File: src/rtl/adder_result_accumulator.sv
// -----------------------------------------------------------------------------
// adder_result_accumulator
//
// Purpose:
//   Sits downstream of the ripple-carry adder stage. Each accepted adder result
//   {carry, sum} is zero-extended and added into an ACC_WIDTH-bit accumulator.
//   After COUNT results the block total, together with a sticky overflow flag,
//   is offered on a valid/ready output port. While the total is pending the
//   input side is stalled through in_ready, which gives the adder path the
//   backpressure it otherwise lacks.
//
// Build option:
//   ACC_SATURATE_EN  defined   -> on overflow the accumulator clamps to all-ones
//                                 and stays there for the rest of the block.
//                    undefined -> on overflow the accumulator wraps modulo
//                                 2^ACC_WIDTH (default).
//   The overflow flag is sticky within a block in both builds.
//
// Parameters:
//   DATA_WIDTH  width of the adder sum
//   ACC_WIDTH   accumulator width, at least DATA_WIDTH+1
//   COUNT       adder results per block, at least 1
//
// Ports:
//   clk           rising-edge clock
//   rst_n         synchronous active-low reset
//   clear         synchronous abort of the current block (discards pending total)
//   in_valid      upstream result valid
//   in_ready      block can accept a result (depends on state only)
//   in_sum        adder sum
//   in_carry      adder carry-out
//   out_valid     block total valid
//   out_ready     downstream accepts the total
//   out_acc       block total (running accumulator value between blocks)
//   out_overflow  total exceeded ACC_WIDTH bits at some point during the block
// -----------------------------------------------------------------------------
module adder_result_accumulator #(
  parameter int DATA_WIDTH = 8,
  parameter int ACC_WIDTH  = 16,
  parameter int COUNT      = 4
) (
  input  logic                  clk,
  input  logic                  rst_n,
  input  logic                  clear,
  input  logic                  in_valid,
  output logic                  in_ready,
  input  logic [DATA_WIDTH-1:0] in_sum,
  input  logic                  in_carry,
  output logic                  out_valid,
  input  logic                  out_ready,
  output logic [ACC_WIDTH-1:0]  out_acc,
  output logic                  out_overflow
);

  localparam int CNT_WIDTH = $clog2(COUNT + 1);
  // The accept that arrives while the counter holds this value completes a block.
  localparam logic [CNT_WIDTH-1:0] LAST_COUNT = CNT_WIDTH'(COUNT - 1);

  generate
    if (ACC_WIDTH < DATA_WIDTH + 1) begin : g_bad_acc_width
      $error("adder_result_accumulator: ACC_WIDTH must be >= DATA_WIDTH+1");
    end
    if (COUNT < 1) begin : g_bad_count
      $error("adder_result_accumulator: COUNT must be >= 1");
    end
  endgenerate

  typedef enum logic {
    ACCUM  = 1'b0,
    OUTPUT = 1'b1
  } state_t;

  state_t                 state_reg, state_next;
  logic [ACC_WIDTH-1:0]   acc_reg, acc_next;
  logic [CNT_WIDTH-1:0]   count_reg, count_next;
  logic                   ovf_reg, ovf_next;

  // One extra bit so the carry out of the accumulator is visible.
  logic [ACC_WIDTH:0]     operand;
  logic [ACC_WIDTH:0]     sum_ext;

  assign operand = (ACC_WIDTH + 1)'({in_carry, in_sum});
  assign sum_ext = {1'b0, acc_reg} + operand;

  // Handshake outputs follow the state register only, so out_ready never
  // reaches in_ready combinationally.
  assign in_ready     = (state_reg == ACCUM);
  assign out_valid    = (state_reg == OUTPUT);
  assign out_acc      = acc_reg;
  assign out_overflow = ovf_reg;

  always_comb begin
    state_next = state_reg;
    acc_next   = acc_reg;
    count_next = count_reg;
    ovf_next   = ovf_reg;

    if (clear) begin
      // Abort wins over any handshake in the same cycle.
      state_next = ACCUM;
      acc_next   = '0;
      count_next = '0;
      ovf_next   = 1'b0;
    end else begin
      case (state_reg)
        ACCUM: begin
          if (in_valid) begin
            count_next = count_reg + CNT_WIDTH'(1);
            ovf_next   = ovf_reg | sum_ext[ACC_WIDTH];
`ifdef ACC_SATURATE_EN
            // Once the block has overflowed the accumulator stays pinned at
            // all-ones, even if later operands are zero.
            if (sum_ext[ACC_WIDTH] || ovf_reg) begin
              acc_next = '1;
            end else begin
              acc_next = sum_ext[ACC_WIDTH-1:0];
            end
`else
            acc_next   = sum_ext[ACC_WIDTH-1:0];
`endif
            if (count_reg == LAST_COUNT) begin
              state_next = OUTPUT;
            end
          end
        end

        OUTPUT: begin
          if (out_ready) begin
            state_next = ACCUM;
            acc_next   = '0;
            count_next = '0;
            ovf_next   = 1'b0;
          end
        end

        default: begin
          state_next = ACCUM;
        end
      endcase
    end
  end

  always_ff @(posedge clk) begin
    if (!rst_n) begin
      state_reg <= ACCUM;
      acc_reg   <= '0;
      count_reg <= '0;
      ovf_reg   <= 1'b0;
    end else begin
      state_reg <= state_next;
      acc_reg   <= acc_next;
      count_reg <= count_next;
      ovf_reg   <= ovf_next;
    end
  end

endmodule
File: config.mk
export PLATFORM = sky130hd
export DESIGN_NAME = adder_result_accumulator
export DESIGN_NICKNAME = d
export VERILOG_FILES = /design/src/rtl/adder_result_accumulator.sv
export SDC_FILE = /design/constraint.sdc
export NUM_CORES = 1
export LEC_CHECK = 0
export BUFFER_PORTS_ARGS = -buffer_cell sky130_fd_sc_hd__buf_4
export CAP_MARGIN = 20
export CORE_MARGIN = 3
export CORE_UTILIZATION = 50
export CTS_BUF_LIST = sky130_fd_sc_hd__clkbuf_8
export DETAILED_ROUTE_END_ITERATION = 10
export PLACE_DENSITY = 0.79
export SYNTH_ARGS = -nofsm -noshare
export SYNTH_HDL_FRONTEND = slang
export SYNTH_SLANG_ARGS = --single-unit
File: constraint.sdc
create_clock -name clk -period 3 [get_ports clk]
set_input_delay 0.6 -clock clk [delete_from_list [all_inputs] [get_ports clk]]
set_output_delay 0.6 -clock clk [all_outputs]
set_load 0.02 [all_outputs]
# [After elaboration in Yosys (flattened, before gate mapping)]
# Index checks and enable logic that the tools add are counted.
[word_totals] reg_bits=21 inputBits=14 out_inout_bits=19 elab_cells=27
[classes] add_sub_neg=2 eq_ne=3 n_mux=13 bitwise_logic=3 reduce_logical=2
[ops] op="$mux W16" count=2
[ops] op="$pmux W16 S2" count=1
[ops] op="$add A16 B9 Y17" count=1
[ops] op="$mux W3" count=2
[ops] op="$pmux W3 S2" count=1
[ops] op="$mux W1" count=5
[ops] op="$ne A2 B2 Y1 const B" count=2
[ops] op="$pmux W1 S2" count=2
[ops] op="$add A3 B1 Y3 const B" count=1
[ops] op="$eq A3 B2 Y1 const B" count=1
[ops] op="$not A1 Y1" count=2
[ops] op="$reduce_and A2 Y1" count=1
[ops] op="$reduce_or A2 Y1" count=1
[ops] op="$or A1 B1 Y1" count=1

# [Depth between registers and ports, before layout]
# Gate-level depths: netlist of the first run.
[logic_depth] word_depth=4 ltp_mapped=8 mapped_depth_nobuf=8

# [Worst setup path after synthesis of the first run]
# OpenSTA, ideal clock, no wires.
[synth_path] path_kind="input to register" start="input in_sum[0]" end="register acc_reg[14], in the netlist out_acc[14]" setup_ps=70 arrival_time_ps=2223 required_time_ps=2930 path_slack_ps=708 stages=8 n_path_buf=0 cell_sequence="ha_1 inv_1 fa_1 nand2b_1 a211oi_1 nor2_1 or3_1 a21oi_1"
[synth_via] elab_chain_len=3
[synth_rtl] element="start: declaration" line="47" rtl="input logic [DATA_WIDTH-1:0] in_sum,"
[synth_rtl] element="$add A16 B9 Y17" line="83" rtl="assign sum_ext = {1'b0, acc_reg} + operand;"
[synth_rtl] element="$mux W16" line="107" rtl="if (in_valid) begin"
[synth_rtl] element="$pmux W16 S2" line="105" rtl="case (state_reg)"
[synth_rtl] element="end signal: assignment" line="151" rtl="acc_reg <= acc_next;"
[synth_rtl] element="end: declaration" line="74" rtl="logic [ACC_WIDTH-1:0] acc_reg, acc_next;"
# No other way between the ends. The select of a mux whose other input is x is not followed.
# A chain may end at the register's enable or synchronous reset.

# [Worst setup path after layout of the first run]
# Same ends and word-level chain as after synthesis.

==> results of run 1 <==
==> routing by layer <==
metal  track usage (%)  part of all wire [%]  vias up
met4             9.934                   1.9        0
met3             3.786                   5.2        8
li1                  -                     -      664
met1             25.48                    42      625
met5                 0                     0        -
met2             37.42                    50       51
==> final cells by class <==
type                            count  share of cell area [%]
Clock buffer                        3                   2.487
Tap cell                           30                   2.261
Clock inverter                      1                  0.3014
Inverter                            8                   1.809
Multi-Input combinational cell    127                   52.45
Timing Repair Buffer               34                   15.37
Sequential cell                    21                   25.32
==> final timing paths <==
check                             startpoint            to  slack (ns)  depth (start not counted)
worst max-delay path               in_sum[0]   out_acc[14]        0.67                          9
worst max register to register    out_acc[0]   out_acc[14]        0.71                          8
worst min-delay path            out_overflow  out_overflow        0.48                          1
worst min register to register  out_overflow  out_overflow        0.48                          1
==> where the power goes <==
part	total [W]	switching (W)	internal (W)
sequential	0.000291	0.00000593	0.000285
combinational	0.000122	0.0000675	0.0000545
clock	0.000191	0.0000988	0.0000926
==> Yosys cell counts, types with 3 or more instances <==
cell,number
nor2b_1,3
a21oi_1,16
nand2b_1,3
xnor2_1,4
nor2_1,20
o21ai_0,6
ha_1,11
nand2_1,11
or3_1,3
nand3_1,6
xor2_1,4
dfxtp_1,21
a32o_1,3
nor4_1,3
inv_1,7
a22oi_1,3
==> layout by cell type, fill, tap and decap left out, types with 2 or more instances in the layout <==
cell and n:
buf_4 34, dfxtp_1 21, nor2_1 20, a21oi_1 16, nand2_1 11, ha_1 11
inv_1 7, o21ai_0 6, nand3_1 6, xor2_1 4, xnor2_1 4, nand2b_1 3
or3_1 3, nor2b_1 3, nor4_1 3, a22oi_1 3, a32o_1 3, clkbuf_8 3
a211oi_1 2, o21a_1 2, a211o_1 2, or4b_1 2, a22o_1 2
==> worst register-to-register path, stage by stage (launching register included) <==
cell and delay (ns):
dfxtp_1 0.36, ha_1 0.21, inv_1 0.06, fa_1 0.37, nand2b_1 0.21, a211oi_1 0.35, nor2_1 0.13, or3_1 0.38
a21oi_1 0.15
==> logic make-up after synthesis <==
logic type	synth area share [%]
and+or+nand+nor	20.93
xor gates and xnor gates	5.209
muxes	1.581
AOI/OAI and AO/OA	25.30
adders and majority gates	11.72
buffers and inverters	4.000
DFF	31.26
==> through the flow <==
step | util (%) | hold slack [ns] | std cells
2_1_floorplan | - | 0.4544 | 161
3_5_place_dp | 63.99 | 0.4598 | 220
3_3_place_gp | 63.99 | 0.4619 | 220
4_1_cts | 65.82 | 0.4805 | 224
5_1_grt | 65.82 | 0.4980 | 224
6_report | 65.82 | 0.4776 | 224
==> results.md, run 1 <==
* Final Hold Fails at 0
* Final worst-path cycle share at 77.50%
* Final Skew at 0.003640 ns
* Rel. slew slack at 68.00%
* FF/Latch Area at 420.4 sq um
* Die area at 0.003348 sq mm
* Port Buffers at 32
* Initial core utilization at 53.32%
* DRC viols at 0
* Total Routing Usage GR at 21.49%
* Clock period minus worst slack at 2.325 ns
* Critical path's top delay family: simple AND/OR/NAND/NOR gates
* Worst-path clk slew at 0.08 ns
* Post-CTS sizing at 0
* DIE WIDTH at 57.87 um
* Crit Path Class: input pin to flop
* H-tree lvl count at 1
* Yosys Warn Count at 0
* Hold Crit Class: flop to flop
* Synth area leaders: dfxtp_1 (31%), ha_1 (10%), a21oi_1 (6.0%), nor2_1 (5.6%), nand2_1 (3.1%)
* Max IR drop VDD at 0.0002802 V
* CTS Buffer Depth at 2
* Slowest-stage cell, CP: or3_1
* Vias per inst at 6.018
* Fill cells at 233
* Wirelength, routed at 3402 um
* Overall Power at 0.0006042 W
* Remaining Overflow, GRT at 0
* Setup violators final at 0
* Worst Tran Pin Value at 0.4783 ns
* Max stage delay on crit path at 0.38 ns
* Final slew viol count at 0
* CP Data Required Time at 3.19 ns
* Status: complete, no violations
* Area growth, synth to finish at 23.44%
* I/O pins at 33
* Post-DP Area at 0.001614 sq mm
* Syn nets at 187
* Clk sinks at 21
* Worst path bufs/invs at 2
* Die H at 57.87 um
* Max reg flops at 16
* Cts hold-fix bufs at 0
* Vias in the first global route at 1356
* Crit path capture type: flop
* Cell taking the most area after synthesis: dfxtp_1
* CORE AREA at 0.002522 sq mm
* Final Wtd Congestion at 0.8527
* Most used DFF post-synth: dfxtp_1
* Setup slack after layout at 0.6750 ns
* Max-cap violation count at 0
* NumNets Final at 221
* Post-synth EDFFs at 0
* Initial antenna violation count at 0
* # Post-CTS Setup Buffers at 0
* Critical-path cell list: buf_4 > ha_1 > inv_1 > fa_1 > nand2b_1 > a211oi_1 > nor2_1 > or3_1 > a21oi_1
* Share of cells above drive strength 1 at 23.20%
* Global-route wire length before repair at 5727 um
* #FFs+latches synth at 21
* Antenna-violating nets left at 0
* Largest net degree at the start of global routing at 14
* TritonCTS clock tree: done
* Post-Syn Area at 0.001345 sq mm
* Synth cell types at 47
* Initial DRC Count at 54
* Avg WL per Cell at 15.19 um
* Syn avg cell area at 8.354 sq um
* Setup WS pre-CTS at 0.4405 ns
* RSZ-0062 raised after global routing: false
* Multi-input logic area at 870.8 sq um
* Pwr/cell area at 363.9 mW/mm^2
* HPWL after DPL at 2608 um
* Highest Clock Rate at 430.1 MHz
* Top-area cell type share of the netlist area at 31.26%
* Finished Cell Area at 0.001660 sq mm
* CP arrival at 2.51 ns
* DRT Pass-1 Iters at 4
* Clk root buf: clkbuf_8
* Asr flop ratio synth at 0%
* Startpoint types: input pin
* Mapped Cells at 161
* FP Rows at 18
* Clk_lat worst skew at 0.26 ns
* DR vias at 1348
* Leak pwr at 0.7165 nW
* CTS Buf Count at 3
* Sequential share of the synthesized area at 31.26%
* Crit path max fanout at 4
* Setup TNS at 0 ns
* Antenna cells at 0
(Power assumes the default switching activity.)
==> run 2: changes to the inputs <==
ABC_AREA = 1   (was default)
PLACE_DENSITY = 0.78   (was 0.79)
clock period = 2.41 ns   (was 3 ns; I/O delays follow)
==> results.md, run 2 <==
* DIE WIDTH at 60.11 um (was 57.87 um)
* Leak pwr at 0.8664 nW (was 0.7165 nW)
* Max-cap violation count at 0 (unchanged)
* Pwr/cell area at 418.8 mW/mm^2 (was 363.9 mW/mm^2)
* Most frequent cell after synthesis: nand2_1 (was dfxtp_1)
* Most frequent cells in the layout: nand2_1 (66), buf_4 (32), inv_1 (31), a21oi_1 (21), dfxtp_1 (21) (was buf_4 (34), dfxtp_1 (21), nor2_1 (20), a21oi_1 (16))
* Die area at 0.003613 sq mm (was 0.003348 sq mm)
* H-tree lvl count at 1 (unchanged)
* Crit path max fanout at 4 (unchanged)
* Sequential share of the synthesized area at 28.72% (was 31.26%)
* Synth area leaders: dfxtp_1 (29%), nand2_1 (17%), ha_1 (9.4%), inv_1 (7.9%), a21oi_1 (7.2%) (was dfxtp_1 (31%), ha_1 (10%), a21oi_1 (6.0%), nor2_1 (5.6%), nand2_1 (3.1%))
* Syn nets at 247 (was 187)
* Final slew viol count at 0 (unchanged)
* Commonest non-fill, non-tap cell in the layout: nand2_1 (was buf_4)
* Int Pwr at 0.0005281 W (was 0.0004321 W)
* Clk pwr share at 32.1% (was 31.7%)
* Vias in the first global route at 1282 (was 1356)
* TritonCTS clock tree: done (unchanged)
* CORE AREA at 0.002635 sq mm (was 0.002522 sq mm)
* Worst Tran Pin Value at 0.3991 ns (was 0.4783 ns)
* Seq pwr share at 48.6% (was 48.1%)
* Clk sinks at 21 (unchanged)
* Mapped Cells at 221 (was 161)
* Setup TNS at 0 ns (unchanged)
* Port Buffers at 32 (unchanged)
* Clock period minus worst slack at 1.777 ns
* DRC viols at 0 (unchanged)
* Share of cells above drive strength 1 at 20.39% (was 23.20%)
* Logic gate share of total power at 19.3% (was 20.2%)
* Most used DFF post-synth: dfxtp_1 (unchanged)
* Hold Crit Class: flop to flop (unchanged)
* Clk_lat worst skew at 0.27 ns (was 0.26 ns)
* Post-Syn Area at 0.001464 sq mm (was 0.001345 sq mm)
* Global-route wire length before repair at 5402 um (was 5727 um)
* Status: complete, no violations (unchanged)
* Non-filler cells, final at 285 (was 224)
* Clk root buf: clkbuf_8 (unchanged)
* Commonest cells in the netlist: nand2_1 (66), inv_1 (31), a21oi_1 (21), dfxtp_1 (21), nand3_1 (20) (was dfxtp_1 (21), nor2_1 (20), a21oi_1 (16))
* DRT Pass-1 Iters at 5 (was 4)
* Largest net degree at the start of global routing at 13 (was 14)
* Asr flop ratio synth at 0% (unchanged)
* Antenna-violating nets left at 0 (unchanged)
* Die H at 60.11 um (was 57.87 um)
* Area growth, synth to finish at 20.85% (was 23.44%)
* # Post-CTS Setup Buffers at 0 (unchanged)
* I/O pins at 33 (unchanged)
* HPWL after DPL at 2524 um (was 2608 um)
* Remaining Overflow, GRT at 0 (unchanged)
* Final worst-path cycle share at 73.74%
* Synth cell types at 24 (was 47)
* FP Rows at 18 (unchanged)
* DP Cell Count at 281 (was 220)
* Final Wtd Congestion at 0.8435 (was 0.8527)
* Post-synth EDFFs at 0 (unchanged)
* #FFs+latches synth at 21 (unchanged)
* NumNets Final at 282 (was 221)
* Post-DP Area at 0.001723 sq mm (was 0.001614 sq mm)
* Finished Cell Area at 0.001769 sq mm (was 0.001660 sq mm)
* RSZ-0062 raised after global routing: false (unchanged)
* CTS Buf Count at 3 (unchanged)
* Rel. slew slack at 73.37% (was 68.00%)
* Max IR drop VDD at 0.0004968 V (was 0.0002802 V)
* Multi-input logic area at 897.1 sq um (was 870.8 sq um)
* Net switching power at 0.0002128 W (was 0.0001722 W)
* Yosys Warn Count at 0 (unchanged)
* Crit path capture type: flop (unchanged)
* Initial core utilization at 55.56% (was 53.32%)
* Net Sw Frac at 28.72% (was 28.50%)
* Avg WL per Cell at 11.21 um (was 15.19 um)
* CP arrival at 1.97 ns (was 2.51 ns)
* Layout Utilization at 67.14% (was 65.82%)
* FF/Latch Area at 420.4 sq um (unchanged)
* Syn avg cell area at 6.624 sq um (was 8.354 sq um)
* Fill cells at 257 (was 233)
* Cell taking the most area after synthesis: dfxtp_1 (unchanged)
* CP Data Required Time at 2.60 ns (was 3.19 ns)
* Startpoint types: flop (was input pin)
* Crit Path Class: flop to flop (was input pin to flop)
* Top-area cell type share of the netlist area at 28.72% (was 31.26%)
* DR vias at 1445 (was 1348)
* CTS Buffer Depth at 2 (unchanged)
* Worst-path clk slew at 0.08 ns (about the same)
* Wirelength, routed at 3194 um (was 3402 um)
* Vias per inst at 5.070 (was 6.018)
* Cts hold-fix bufs at 0 (unchanged)
* Highest Clock Rate at 562.7 MHz
* Antenna cells at 0 (unchanged)
* Final Skew at 0.001830 ns (was 0.003640 ns)
* Post-CTS sizing at 0 (unchanged)
* Setup violators final at 0 (unchanged)
* Initial DRC Count at 55 (was 54)
* Total Routing Usage GR at 19.59% (was 21.49%)
* Final Hold Fails at 0 (unchanged)
* Max reg flops at 16 (unchanged)
* Initial antenna violation count at 0 (unchanged)
[run 2: cell types whose count changed in the layout (fill, tap and decap cells not counted), sizes merged, moves of 4 or more]
cell	change
nand2	+59
inv	+25
nand3	+19
a21oi	+5
nand3b	+4
xnor2	-4
xor2	-4
[run 2: per-stage QoR]
step	hold WS (ns)	total power, W	setup WS (ns)
after global routing	0.4872	0.0007790	0.4551
after floorplan	0.4283	0.0004652	0.6804
final	0.4538	0.0007409	0.6329
after detailed placement	0.4481	0.0005120	0.4429
after global placement	0.4415	0.0005103	0.4955
after CTS	0.4604	0.0007474	0.6250
[run 2: path summary, 6_finish.rpt]
| kind | from | endpoint | slack (ns) | cells after the start |
|---|---|---|---|---|
| worst max register to register | out_acc[0] | out_acc[8] | 0.63 | 10 |
| worst max-delay path | out_acc[0] | out_acc[8] | 0.63 | 10 |
| worst min-delay path | out_overflow | out_overflow | 0.45 | 2 |
| worst min register to register | out_overflow | out_overflow | 0.45 | 2 |
[run 2: cell type report]
class                   instances  share of cell area (%)
multi-input cells             164                   50.71
clock inverters                 1                  0.2829
flip-flops and latches         21                   23.76
inverters                      34                   7.214
clock buffers                   3                   2.334
repair buffers                 32                   13.58
well taps                      30                   2.122
[run 2: worst max-delay path, cell delays in order (launching register included)]
cell and delay, ns:
dfxtp_1 0.36, ha_1 0.20, inv_1 0.06, fa_1 0.35, inv_1 0.13, nand3_1 0.09, nand3_1 0.13, nand2_1 0.09
nand3b_1 0.09, nand3_1 0.07, a21oi_1 0.14
[run 2: cell families (layout without fill, tap and decap cells)]
kind of cell             count (synthesis)  in the layout  share of synthesized area [%]
buffers and inverters                   36             70                          9.999
flip-flops                              21             21                          28.72
AO/OA/AOI/OAI                           29             29                          10.60
adder cells (fa/ha/maj)                 12             12                          10.77
AND/OR/NAND/NOR                        123            123                          39.92
[run 2: layer usage]
| layer | routed length [um] | part of all wire [%] | vias up | GRT usage [%] |
|---|---|---|---|---|
| met5 | 0 | 0 | - | 0 |
| met4 | 26 | 0.81 | 0 | 5.696 |
| met3 | 148 | 4.6 | 2 | 4.536 |
| met2 | 1458 | 46 | 28 | 30.71 |
| met1 | 1560 | 49 | 641 | 26.59 |
| li1 | - | - | 774 | - |
[run 2: power groups by stage]
stage / sequential [W] / clock (W) / combinational [W]
final: 0.000360 / 0.000238 / 0.000143
after global routing: 0.000361 / 0.000256 / 0.000162
after CTS: 0.000360 / 0.000244 / 0.000144
after detailed placement: 0.000368 / 0 / 0.000144
after global placement: 0.000368 / 0 / 0.000142
after floorplan: 0.000375 / 0 / 0.0000899
